File: src/rtl/apb_master_ctrl.sv
// rtl/apb_master_ctrl.sv - APB3 initiator: one valid/ready command becomes one APB transfer with a held response
//
// Ports:
//   PCLK, PRESET_n                 clock, asynchronous active-low reset
//   cmd_valid/cmd_ready            command handshake (cmd_ready decodes IDLE)
//   cmd_write, cmd_addr, cmd_wdata command fields, latched on acceptance
//   rsp_valid/rsp_ready            response handshake, rsp_valid held until rsp_ready
//   rsp_rdata, rsp_err, rsp_timeout response fields, stable while rsp_valid
//   PSEL, PENABLE, PWRITE, PADDR,
//   PWDATA, PRDATA, PREADY, PSLVERR APB3 initiator interface

module apb_master_ctrl #(
    parameter int unsigned ADDR_WIDTH     = 8,
    parameter int unsigned DATA_WIDTH     = 8,
    parameter int unsigned TIMEOUT_CYCLES = 16
) (
    input  logic                  PCLK,
    input  logic                  PRESET_n,
    input  logic                  cmd_valid,
    output logic                  cmd_ready,
    input  logic                  cmd_write,
    input  logic [ADDR_WIDTH-1:0] cmd_addr,
    input  logic [DATA_WIDTH-1:0] cmd_wdata,
    output logic                  rsp_valid,
    input  logic                  rsp_ready,
    output logic [DATA_WIDTH-1:0] rsp_rdata,
    output logic                  rsp_err,
    output logic                  rsp_timeout,
    output logic                  PSEL,
    output logic                  PENABLE,
    output logic                  PWRITE,
    output logic [ADDR_WIDTH-1:0] PADDR,
    output logic [DATA_WIDTH-1:0] PWDATA,
    input  logic [DATA_WIDTH-1:0] PRDATA,
    input  logic                  PREADY,
    input  logic                  PSLVERR
);

    // Keep the wait counter at least one bit wide when the timeout is disabled.
    localparam int unsigned CNT_W = (TIMEOUT_CYCLES > 0) ? $clog2(TIMEOUT_CYCLES + 1) : 1;
    localparam logic [CNT_W-1:0] TO_VAL = CNT_W'(TIMEOUT_CYCLES);

    typedef enum logic [1:0] {
        IDLE   = 2'd0,
        SETUP  = 2'd1,
        ACCESS = 2'd2,
        RESP   = 2'd3
    } state_t;

    state_t           state_q;
    logic [CNT_W-1:0] wait_q;
    logic [CNT_W-1:0] wait_d;

    // Value the wait counter would take on this edge; the abort fires when it
    // lands on TIMEOUT_CYCLES, so the slave gets exactly that many unready edges.
    assign wait_d    = wait_q + CNT_W'(1);
    assign cmd_ready = (state_q == IDLE);

    always_ff @(posedge PCLK or negedge PRESET_n) begin
        if (!PRESET_n) begin
            state_q     <= IDLE;
            wait_q      <= '0;
            PSEL        <= 1'b0;
            PENABLE     <= 1'b0;
            PWRITE      <= 1'b0;
            PADDR       <= '0;
            PWDATA      <= '0;
            rsp_valid   <= 1'b0;
            rsp_rdata   <= '0;
            rsp_err     <= 1'b0;
            rsp_timeout <= 1'b0;
        end else begin
            case (state_q)
                IDLE: begin
                    if (cmd_valid) begin
                        state_q <= SETUP;
                        PSEL    <= 1'b1;
                        PENABLE <= 1'b0;
                        PWRITE  <= cmd_write;
                        PADDR   <= cmd_addr;
                        PWDATA  <= cmd_write ? cmd_wdata : '0;
                    end
                end
                SETUP: begin
                    state_q <= ACCESS;
                    PENABLE <= 1'b1;
                    wait_q  <= '0;
                end
                ACCESS: begin
                    // PREADY wins over a timeout landing on the same edge.
                    if (PREADY) begin
                        state_q     <= RESP;
                        PSEL        <= 1'b0;
                        PENABLE     <= 1'b0;
                        PWRITE      <= 1'b0;
                        PADDR       <= '0;
                        PWDATA      <= '0;
                        rsp_valid   <= 1'b1;
                        rsp_rdata   <= PWRITE ? '0 : PRDATA;
                        rsp_err     <= PSLVERR;
                        rsp_timeout <= 1'b0;
                    end else if ((TIMEOUT_CYCLES != 0) && (wait_d == TO_VAL)) begin
                        state_q     <= RESP;
                        PSEL        <= 1'b0;
                        PENABLE     <= 1'b0;
                        PWRITE      <= 1'b0;
                        PADDR       <= '0;
                        PWDATA      <= '0;
                        rsp_valid   <= 1'b1;
                        rsp_rdata   <= '0;
                        rsp_err     <= 1'b1;
                        rsp_timeout <= 1'b1;
                    end else if (TIMEOUT_CYCLES != 0) begin
                        wait_q <= wait_d;
                    end
                end
                RESP: begin
                    // Response fields are left as-is so they remain readable after the handshake.
                    if (rsp_ready) begin
                        state_q   <= IDLE;
                        rsp_valid <= 1'b0;
                    end
                end
                default: state_q <= IDLE;
            endcase
        end
    end

endmodule

File: config.mk
export PLATFORM = sky130hd
export DESIGN_NAME = apb_master_ctrl
export DESIGN_NICKNAME = d
export VERILOG_FILES = /design/src/rtl/apb_master_ctrl.sv
export SDC_FILE = /design/constraint.sdc
export NUM_CORES = 1
export LEC_CHECK = 0
export BUFFER_PORTS_ARGS = -buffer_cell sky130_fd_sc_hd__buf_2
export CAP_MARGIN = 15
export CORE_UTILIZATION = 30
export CTS_CLUSTER_SIZE = 30
export DETAILED_ROUTE_END_ITERATION = 12
export PLACE_DENSITY = 0.56
export SLEW_MARGIN = 20
export SYNTH_ARGS = -nofsm -noshare
export SYNTH_HDL_FRONTEND = slang
export SYNTH_SLANG_ARGS = --single-unit
File: constraint.sdc
create_clock -name PCLK -period 1.93 [get_ports PCLK]
set_input_delay 0.2895 -clock PCLK [delete_from_list [all_inputs] [get_ports PCLK]]
set_output_delay 0.2895 -clock PCLK [all_outputs]
set_load 0.02 [all_outputs]
Word level (Yosys, flattened, before mapping)
Index checks and enable logic that the tools add are counted.
{"block": "op_classes", "eq_ne": 9, "n_reduce_logical": 12, "n_addsub": 1, "muxes": 31}
{"op": "$mux W8", "count": 7}
{"op": "$pmux W8 S2", "count": 2}
{"op": "$reduce_and A3 Y1", "count": 5}
{"op": "$mux W1", "count": 10}
{"op": "$mux W5", "count": 2}
{"op": "$pmux W5 S2", "count": 1}
{"op": "$mux W2", "count": 4}
{"op": "$ne A2 B2 Y1 const B", "count": 4}
{"op": "$pmux W2 S4", "count": 1}
{"op": "$reduce_bool A2 Y1", "count": 4}
{"op": "$pmux W1 S2", "count": 3}
{"op": "$add A5 B1 Y5 const B", "count": 1}
{"op": "$eq A5 B5 Y1 const B", "count": 1}
{"op": "$eq A2 B2 Y1 const B", "count": 2}
{"op": "$ne A3 B3 Y1 const B", "count": 1}
{"op": "$pmux W1 S3", "count": 1}
{"op": "$reduce_bool A3 Y1", "count": 1}
{"op": "$eq A2 B1 Y1 const B", "count": 1}
{"op": "$logic_not A2 Y1", "count": 1}
{"op": "$reduce_and A2 Y1", "count": 1}
{"block": "totals", "out_inout_bits": 31, "wordCells": 64, "input_bits": 31, "reg_bits": 37}

Depth between registers and ports, before layout
Gate-level depths: netlist of the first run.
{"block": "logic_depth", "word_depth": 5, "depth_mapped": 8, "ltp_nobuf": 7}

Least setup slack after synthesis of the first run
OpenSTA, ideal clock, no wires.
{"block": "synth_timing", "kind": "register to register", "start": "reg state_q[0]", "end": "reg PADDR[0]", "arrival_ps": 1661, "setup_ps": 121, "stages_incl_launch_ff": 9, "t_required_ps": 1809, "path_slack_ps": 148, "n_path_buf": 1, "period_less_slack_ps": 1782, "path_cell_list": "dfrtp_1 -> inv_1 -> ha_1 -> nor2b_2 -> a211o_1 -> a21o_4 -> buf_4 -> nand2_1 -> o21ai_1"}
{"block": "synth_via", "elab_chain_len": 3, "elab_cells_between_ends": 7, "cone_classes": "eq/ne: 3; mux: 1; reduce/logical: 3"}
{"item": "start, declared", "line_no": "50", "rtl": "state_t state_q;"}
{"item": "start signal, assigned", "line_no": "61", "rtl": "state_q <= IDLE;"}
{"item": "start signal, assigned", "line_no": "76", "rtl": "state_q <= SETUP;"}
{"item": "start signal, assigned", "line_no": "85", "rtl": "state_q <= ACCESS;"}
{"item": "$eq A2 B2 Y1 / $logic_not A2 Y1 (equally long branches)", "line_no": "73", "rtl": "case (state_q)"}
{"item": "$ne A3 B3 Y1 (no line), or another cell as far along"}
{"item": "$reduce_and A3 Y1 (no line)"}
{"item": "end signal, assigned", "line_no": "80", "rtl": "PADDR <= cmd_addr;"}
{"item": "end, declared", "line_no": "32", "rtl": "output logic [ADDR_WIDTH-1:0] PADDR,"}
Parallel ways exist; a longest one is shown, timed or not.
A chain may end at the register's enable or synchronous reset.

Worst setup path after layout of the first run
{"block": "layout_timing", "start": "reg state_q[0]", "end": "reg PWDATA[0]"}
{"block": "layout_via", "elab_chain_len": 3, "elab_cells_between_ends": 7, "cone_classes": "eq/ne: 3; mux: 1; reduce/logical: 3"}
{"item": "$eq A2 B2 Y1 / $logic_not A2 Y1 (equally long branches)", "line_no": "73"}
{"item": "$ne A3 B3 Y1 (no line), or another cell as far along"}
{"item": "$reduce_and A3 Y1 (no line)"}
{"item": "end signal, assigned", "line_no": "81", "rtl": "PWDATA <= cmd_write ? cmd_wdata : '0;"}
{"item": "end, declared", "line_no": "33", "rtl": "output logic [DATA_WIDTH-1:0] PWDATA,"}
Parallel ways exist; a longest one is shown, timed or not.

==> flow_summary.ini, run 1 <==
[detailed_routing]
num_vias = 1340
drtIter0Drc = 78
avgViaCountPerCell = 4.39
totalWireLength_mm = 3.59
drc = 0
drtPass1Iterations = 4
wl_per_cell_um = 11.8
final_antenna_net_count = 0

[timing]
worstMarginPinSlew_ps = 541
maxSlewViolCount = 0
clock_skew_ps = 4.53
post-route-min-period_ps = 1790
maxSlewHeadroom_pct = 63.8
min_period_over_period_pct = 92.8
tns_ps = 0
hold_viol = 0
rsz0062_at_grt = no
holdWs_ps = 48.2
setup_viol = 0
fmax_mhz = 558

[clock_network]
ctsResizeCount = 0
clk_path_buf_depth = 2
cts_tree = done
clkTransAtPathRegs_ps = 70
cts.sinks = 37
hold_buffers = 0
post_cts_buffers = 0
cts-root-buf = clkbuf_8
htreeDepth = 2
cts_made_buffers = 5
clk_latency_ps = 280

[global_route]
grt_overflow = 0
grt_pass1_vias = 1267
antenna_found_initial = 0
grt_usage_pct = 13.0
grt_pass1_wl_mm = 5.98
grt_max_degree = 38

[layout]
num-nets-final = 269
fin_area_um2 = 2210
drive_above_1_share_pct = 37.3
n_antenna_cell = 0
synthToLayoutAreaGrowth_pct = 29.9

[synth]
synth_area_um2 = 1700
synth_cell_types = 33
synthCells = 163
yosys_register_bits = 37
yosysSeqAreaShare_pct = 54.4
syn_nets = 199
syn_avg_cell_area_um2 = 10.4
yosys_warnings = 0

[status]
status = completed

[floorplanning]
rows = 27
die_w_um = 77.3
io_pins = 62
die_y_um = 77.3
die-area_um2 = 5980
initial_core_util_pct = 31.1
fp.coreArea_um2 = 5470

[setup_path]
r2r_setup_slack_ps = 140
crit_fanout = 32
critPathKind = reg -> reg
cp-end-kind = flop
cp-start-kind = flop
required_ps = 2130
arrival_ps = 1990

[pwr]
leakage_nw = 1.14
peakVddDrop_mv = 0.561
powerDensity_nw_per_um2 = 1570

[placed_design]
place.gp.congestion = 0.734
post-dp-hpwl_mm = 2.69
place_area_um2 = 2120
portBuffers = 61

[run]
maxCapViolations = 0

[worst_hold_path]
hp-class = in -> async
layout make-up:
type / instances / area, µm²
Sequential cell: 37 / 926
Clock buffer: 7 / 86.3
Inverter: 8 / 30.0
Tap cell: 72 / 90.1
Timing Repair Buffer: 68 / 370
Fill cell: 556 / 3260
Multi-Input combinational cell: 113 / 708
placed cells by master (no fill, tap or decap), types with 2 or more instances in the layout:
cell,Yosys,routed
nor2_1,5,5
a21oi_1,5,5
ha_1,5,5
mux2_2,4,4
inv_1,8,8
clkbuf_8,0,6
dfrtp_1,37,37
a22oi_1,2,2
buf_2,0,61
buf_4,1,6
o21ai_0,6,6
nand3_1,3,3
a22o_1,8,8
nor2b_1,4,4
o21ai_1,13,13
nand2_1,36,36
nand2b_1,7,7
where the power goes:
| part | leakage (nW) | total [mW] | internal (mW) | switching, mW |
|---|---|---|---|---|
| combinational | 0.620 | 1.73 | 0.712 | 1.01 |
| clock | 0.0443 | 0.529 | 0.283 | 0.246 |
| sequential | 0.474 | 1.21 | 1.06 | 0.151 |
| total | 1.14 | 3.47 | 2.06 | 1.41 |
layer usage:
layer | vias up | wire [µm] | GRT usage, %
met5 | - | 0 | 0
li1 | 694 | - | -
met1 | 589 | 1850 | 18.1
met4 | 0 | 53 | 5.09
met3 | 5 | 270 | 4.52
met2 | 52 | 1410 | 18.3
Yosys cell counts, drive strengths merged:
library cell | count | area (µm²)
o21ba | 1 | 10.0
nor2b | 5 | 33.8
and4 | 1 | 8.76
o22ai | 1 | 6.26
clkbuf | 1 | 3.75
nor2 | 6 | 25.0
o21ai | 21 | 120
ha | 5 | 62.6
a22o | 8 | 70.1
nand2 | 36 | 135
a211oi | 1 | 7.51
a21oi | 5 | 25.0
buf | 4 | 33.8
a22oi | 2 | 15.0
a2bb2oi | 1 | 15.0
inv | 8 | 30.0
dfrtp | 37 | 926
a21o | 1 | 15.0
a211o | 1 | 8.76
and2 | 1 | 7.51
nor3b | 1 | 7.51
mux2i | 1 | 22.5
nand2b | 7 | 43.8
mux2 | 4 | 45.0
nand3 | 3 | 15.0
o311ai | 1 | 8.76
flip-flops by register name (all words and copies together) (netlist names), 2 cells and up:
| name | cells |
|---|---|
| state_q | 2 |
| PWDATA | 8 |
| PADDR | 8 |
| wait_q | 5 |
| rsp_rdata | 8 |
worst paths after layout:
path / from / endpoint / depth (start not counted)
min reg2reg: PWDATA[7] / PWDATA[7] / 2
min: PRESET_n / PADDR[7] / 2
max in group asynchronous: PRESET_n / PADDR[4] / 2
max reg2reg: state_q[0] / PWDATA[0] / 7
min in group PCLK: cmd_wdata[4] / PWDATA[4] / 3
max: state_q[0] / PWDATA[0] / 7
metrics by stage:
step                      power [mW]  std cells  setup WS, ps  util (%)
after floorplan                 2.45        163           148         -
after global placement          2.96        298           161      38.8
after CTS                       3.53        305           136      40.4
after detailed placement        2.98        298           126      38.8
final                           3.47        305           139      40.4
after global routing            3.77        305          28.9      40.4
logic make-up after synthesis:
group / share of synthesized area (%)
adder cells (fa/ha/maj): 3.68
AND/OR/NAND/NOR: 16.3
AO/OA/AOI/OAI: 17.7
multiplexers: 3.97
buffers and inverters: 3.97
flip-flops: 54.4
worst max-delay path, cell delays in order (launching register included):
cell	delay [ps]
dfrtp_1	370
inv_1	80
ha_1	240
nor2b_2	170
a211o_1	300
a21o_4	210
buf_12	160
o21ai_0	180
Power figures use the tool's default switching activity.
==> run 2, diff against run 1 <==
PLACE_DENSITY = 0.64   (was 0.56)
==> run 2 against run 1 <==
  * Combinational power about the same
  * Register-to-register slack barely moved
  * Non-clock buffer count did not move
  * Flip-flop and latch count stayed put
  * Critical path depth is 1 higher
  * Clock skew about the same
  * Utilization grew 0.27 points
  * Count of clock-buffer cells in the layout unchanged
  * First-iteration DRC count grew 21%
  * Sequential share of layout area fell by 0.28 points
  * Wire length fell by 1.9%
  * Maximum frequency is essentially flat
==> flow_summary.ini, run 2 (synthesis gave the netlist of run 1 again) <==
[status]
status = completed

[layout]
n_antenna_cell = 0
finalNonFillerCells = 306
fin_area_um2 = 2230
top_regs = PADDR x8, PWDATA x8, rsp_rdata x8
synthToLayoutAreaGrowth_pct = 30.8
num-nets-final = 269
final_cell_mix = 61 x buf_2, 37 x dfrtp_1, 36 x nand2_1
post-route-util_pct = 40.7
final_common_cell = buf_2
drive_above_1_share_pct = 38.0

[clock_network]
ctsResizeCount = 0
clkTransAtPathRegs_ps = 70
cts.sinks = 37
clk_latency_ps = 290
cts-root-buf = clkbuf_8
hold_buffers = 0
clk_path_buf_depth = 2
post_cts_buffers = 0
htreeDepth = 2
cts_made_buffers = 5
cts_tree = done

[setup_path]
crit_buf_inv = 2
required_ps = 2100
cpPeakStageDelay_ps = 380
cpMaxStageDelayCell = dfrtp_1
cp-start-kind = flop
critPathKind = reg -> reg
crit_fanout = 33
arrival_ps = 1960
cp-end-kind = flop
cp_cell_sequence = inv_1, ha_1, nor2b_2, a211o_1, a21o_4, buf_12, nand2_1, o21ai_0
critPathTopFamily = compound AO/OA/AOI/OAI gates

[timing]
hold_viol = 0
post-route-min-period_ps = 1790
maxSlewHeadroom_pct = 62.9
holdWs_ps = 39.3
worstMarginPinSlew_ps = 555
clock_skew_ps = 4.28
tns_ps = 0
min_period_over_period_pct = 92.8
fin_ws_ps = 139
fmax_mhz = 558
setup_viol = 0
rsz0062_at_grt = no
maxSlewViolCount = 0

[detailed_routing]
avgViaCountPerCell = 4.48
drc = 0
drtPass1Iterations = 4
drtIter0Drc = 94
wl_per_cell_um = 11.5
num_vias = 1372
totalWireLength_mm = 3.52
final_antenna_net_count = 0

[global_route]
grt_pass1_vias = 1313
grt_max_degree = 38
grt_overflow = 0
grt_usage_pct = 12.9
antenna_found_initial = 0
grt_pass1_wl_mm = 6.00

[placed_design]
portBuffers = 61
place_area_um2 = 2120
placedCellCount = 298
dpl_worst_slack_ps = 141
post-dp-hpwl_mm = 2.63
place.gp.congestion = 0.726

[pwr]
leakage_nw = 1.15
peakVddDrop_mv = 0.645
power_mw = 3.52
powerDensity_nw_per_um2 = 1580

[worst_hold_path]
hp-class = in -> async

[run]
maxCapViolations = 0

[floorplanning]
io_pins = 62
die_w_um = 77.3
rows = 27
initial_core_util_pct = 31.1
die_y_um = 77.3
fp.coreArea_um2 = 5470
die-area_um2 = 5980
[run 2: cell count changes in the layout (fill, tap and decap cells not counted)]
cell      delta
clkinv_2     +1
clkbuf_8     +1
clkbuf_1     -1
[run 2: power by group]
group | total, mW | internal [mW] | switching (mW)
clock network | 0.592 | 0.323 | 0.269
logic | 1.71 | 0.709 | 1.01
registers | 1.22 | 1.06 | 0.153
total | 3.52 | 2.09 | 1.43
[run 2: layout make-up]
class,instances,area [µm²]
Inverter,8,30.0
Sequential cell,37,926
Clock inverter,1,5.00
Clock buffer,7,96.3
Fill cell,558,3250
Tap cell,72,90.1
Multi-Input combinational cell,113,708
Timing Repair Buffer,68,370
[run 2: per-layer routing]
metal	vias up	GRT usage [%]	share of wire, %	routed length [µm]
met5	-	0	0	0
met4	0	5.09	1.6	55
li1	698	-	-	-
met1	626	16.9	48	1710
met2	42	19.7	44	1570
met3	6	3.93	5.5	194
[run 2: path summary, 6_finish.rpt]
| kind | cells past startpoint | startpoint | to | slack [ps] |
|---|---|---|---|---|
| setup reg to reg | 8 | state_q[0] | PWDATA[2] | 140 |
| setup / recovery | 8 | state_q[0] | PWDATA[2] | 140 |
| max in group asynchronous | 2 | PRESET_n | PWRITE | 1560 |
| hold reg to reg | 2 | PWDATA[0] | PWDATA[0] | 480 |
| hold / removal | 2 | PRESET_n | PADDR[1] | 40 |
| min in group PCLK | 2 | PRDATA[6] | rsp_rdata[6] | 230 |
==> run 3, diff against run 2 <==
CAP_MARGIN = 40   (was 15)
MAX_ROUTING_LAYER = met4   (was not set)
PLACE_DENSITY = not set   (was 0.64)
PLACE_DENSITY_LB_ADDON = 0.3   (was not set)
==> run 3 against run 2 <==
  * Combinational power is 2% higher
  * Clock skew is 1.5 ps higher
  * Via count is 0.58% higher
  * Sequential share of layout area is 0.16 points lower
  * Largest cell class unchanged
  * Highest routed layer unchanged
==> flow_summary.ini, run 3 (synthesis gave the netlist of run 1 again) <==
[setup_path]
cp-start-kind = flop
critPathKind = reg -> reg
reg2reg_to = PADDR[7]
r2r_start = state_q[0]
cp-end-kind = flop
arrival_ps = 1960
r2r_setup_slack_ps = 140
required_ps = 2100
reg2regPathDepth = 8
crit_fanout = 22

[layout]
final_cell_mix = 61 x buf_2, 37 x dfrtp_1, 35 x nand2_1
nFillCells = 566
final_common_cell = buf_2
n_antenna_cell = 0
synthToLayoutAreaGrowth_pct = 31.3
top_regs = PADDR x8, PWDATA x8, rsp_rdata x8
finalNonFillerCells = 307
fin_area_um2 = 2230
num-nets-final = 271
drive_above_1_share_pct = 39.1

[worst_hold_path]
hp-class = in -> async

[timing]
fin_ws_ps = 135
maxSlewHeadroom_pct = 63.7
maxSlewViolCount = 0
rsz0062_at_grt = no
setup_viol = 0
holdWs_ps = 36.3
hold_viol = 0
tns_ps = 0
fmax_mhz = 557
post-route-min-period_ps = 1790
worstMarginPinSlew_ps = 542
min_period_over_period_pct = 93.0
clock_skew_ps = 5.79

[placed_design]
post-dp-hpwl_mm = 2.83
place_area_um2 = 2140
dpl_worst_slack_ps = 109
placedCellCount = 300
place.gp.congestion = 0.798
portBuffers = 61

[global_route]
grt_overflow = 0
grt_pass1_vias = 1367
grt_max_degree = 38
grt_usage_pct = 14.7
antenna_found_initial = 0
grt_pass1_wl_mm = 6.57

[pwr]
swShare_pct = 41.1
leakage_nw = 1.15
peakVddDrop_mv = 0.564
seqPwrFrac_pct = 34.7
clockPowerShare_pct = 15.5
p_switching_mw = 1.45
powerDensity_nw_per_um2 = 1580
internal_power_mw = 2.07
comb_power_share_pct = 49.7

[clock_network]
clkTransAtPathRegs_ps = 70
clk_latency_ps = 290
cts.sinks = 37
cts_made_buffers = 5
cts-root-buf = clkbuf_8
cts_tree = done
htreeDepth = 2
hold_buffers = 0
clk_path_buf_depth = 2

[status]
status = completed

[detailed_routing]
drtPass1Iterations = 4
avgViaCountPerCell = 4.50
final_antenna_net_count = 0
drtIter0Drc = 86
wl_per_cell_um = 12.3
totalWireLength_mm = 3.77
num_vias = 1380
drc = 0

[floorplanning]
fp.coreArea_um2 = 5470
rows = 27
die_w_um = 77.3
io_pins = 62
die-area_um2 = 5980
initial_core_util_pct = 31.1
die_y_um = 77.3

[run]
maxCapViolations = 0
## run 3: worst max path at each step
stage          slack, ps  startpoint        to  cells after the start
2_1_floorplan        150  state_q[0]  PADDR[0]                      8
3_3_place_gp         190  state_q[0]  PADDR[7]                      8
3_5_place_dp         110  state_q[0]  PADDR[7]                      8
4_1_cts               70  state_q[0]  PADDR[7]                      8
5_1_grt               20  state_q[1]  PADDR[7]                      8
6_report             140  state_q[0]  PADDR[7]                      8
## run 3: repair_timing
action                                  4_1_cts  5_1_grt
setup buffers                                 0        0
hold endpoints to repair                      0        0
resized for setup                             0        2
endpoints found under the setup margin        0        1
## run 3: final cells by class
type	instances	area [µm²]	share of cell area (%)
Multi-Input combinational cell	113	713	31.9
Tap cell	72	90.1	4.03
Timing Repair Buffer	70	385	17.2
Inverter	8	30.0	1.34
Clock inverter	1	7.51	0.336
Sequential cell	37	926	41.4
Clock buffer	6	82.6	3.70
## run 3: critical path, stage by stage, from the launching register on
cell	delay (ps)
dfrtp_1	370
inv_1	80
ha_2	210
nor2b_2	160
a211o_1	290
a21o_4	240
buf_12	160
nand2_1	80
o21ai_1	80
## run 3: per-layer routing
metal	up-vias	global-route usage, %	part of all wire, %
li1	701	-	-
met1	625	19.6	50
met2	49	20.3	42
met3	5	5.36	6.3
met4	0	5.66	1.7
met5	-	-	0
## run 3: through the flow
step	util (%)	total power [mW]
after global routing	40.8	3.83
final	40.8	3.52
after CTS	40.7	3.58
after floorplan	-	2.45
after detailed placement	39.1	3.01
after global placement	39.1	2.98
## run 3: power groups by stage
stage,Combinational [mW],Sequential [mW],Clock [mW]
after floorplan,0.943,1.51,0
after global placement,1.74,1.24,0
after detailed placement,1.77,1.24,0
after CTS,1.78,1.22,0.579
after global routing,1.96,1.26,0.602
final,1.75,1.22,0.547
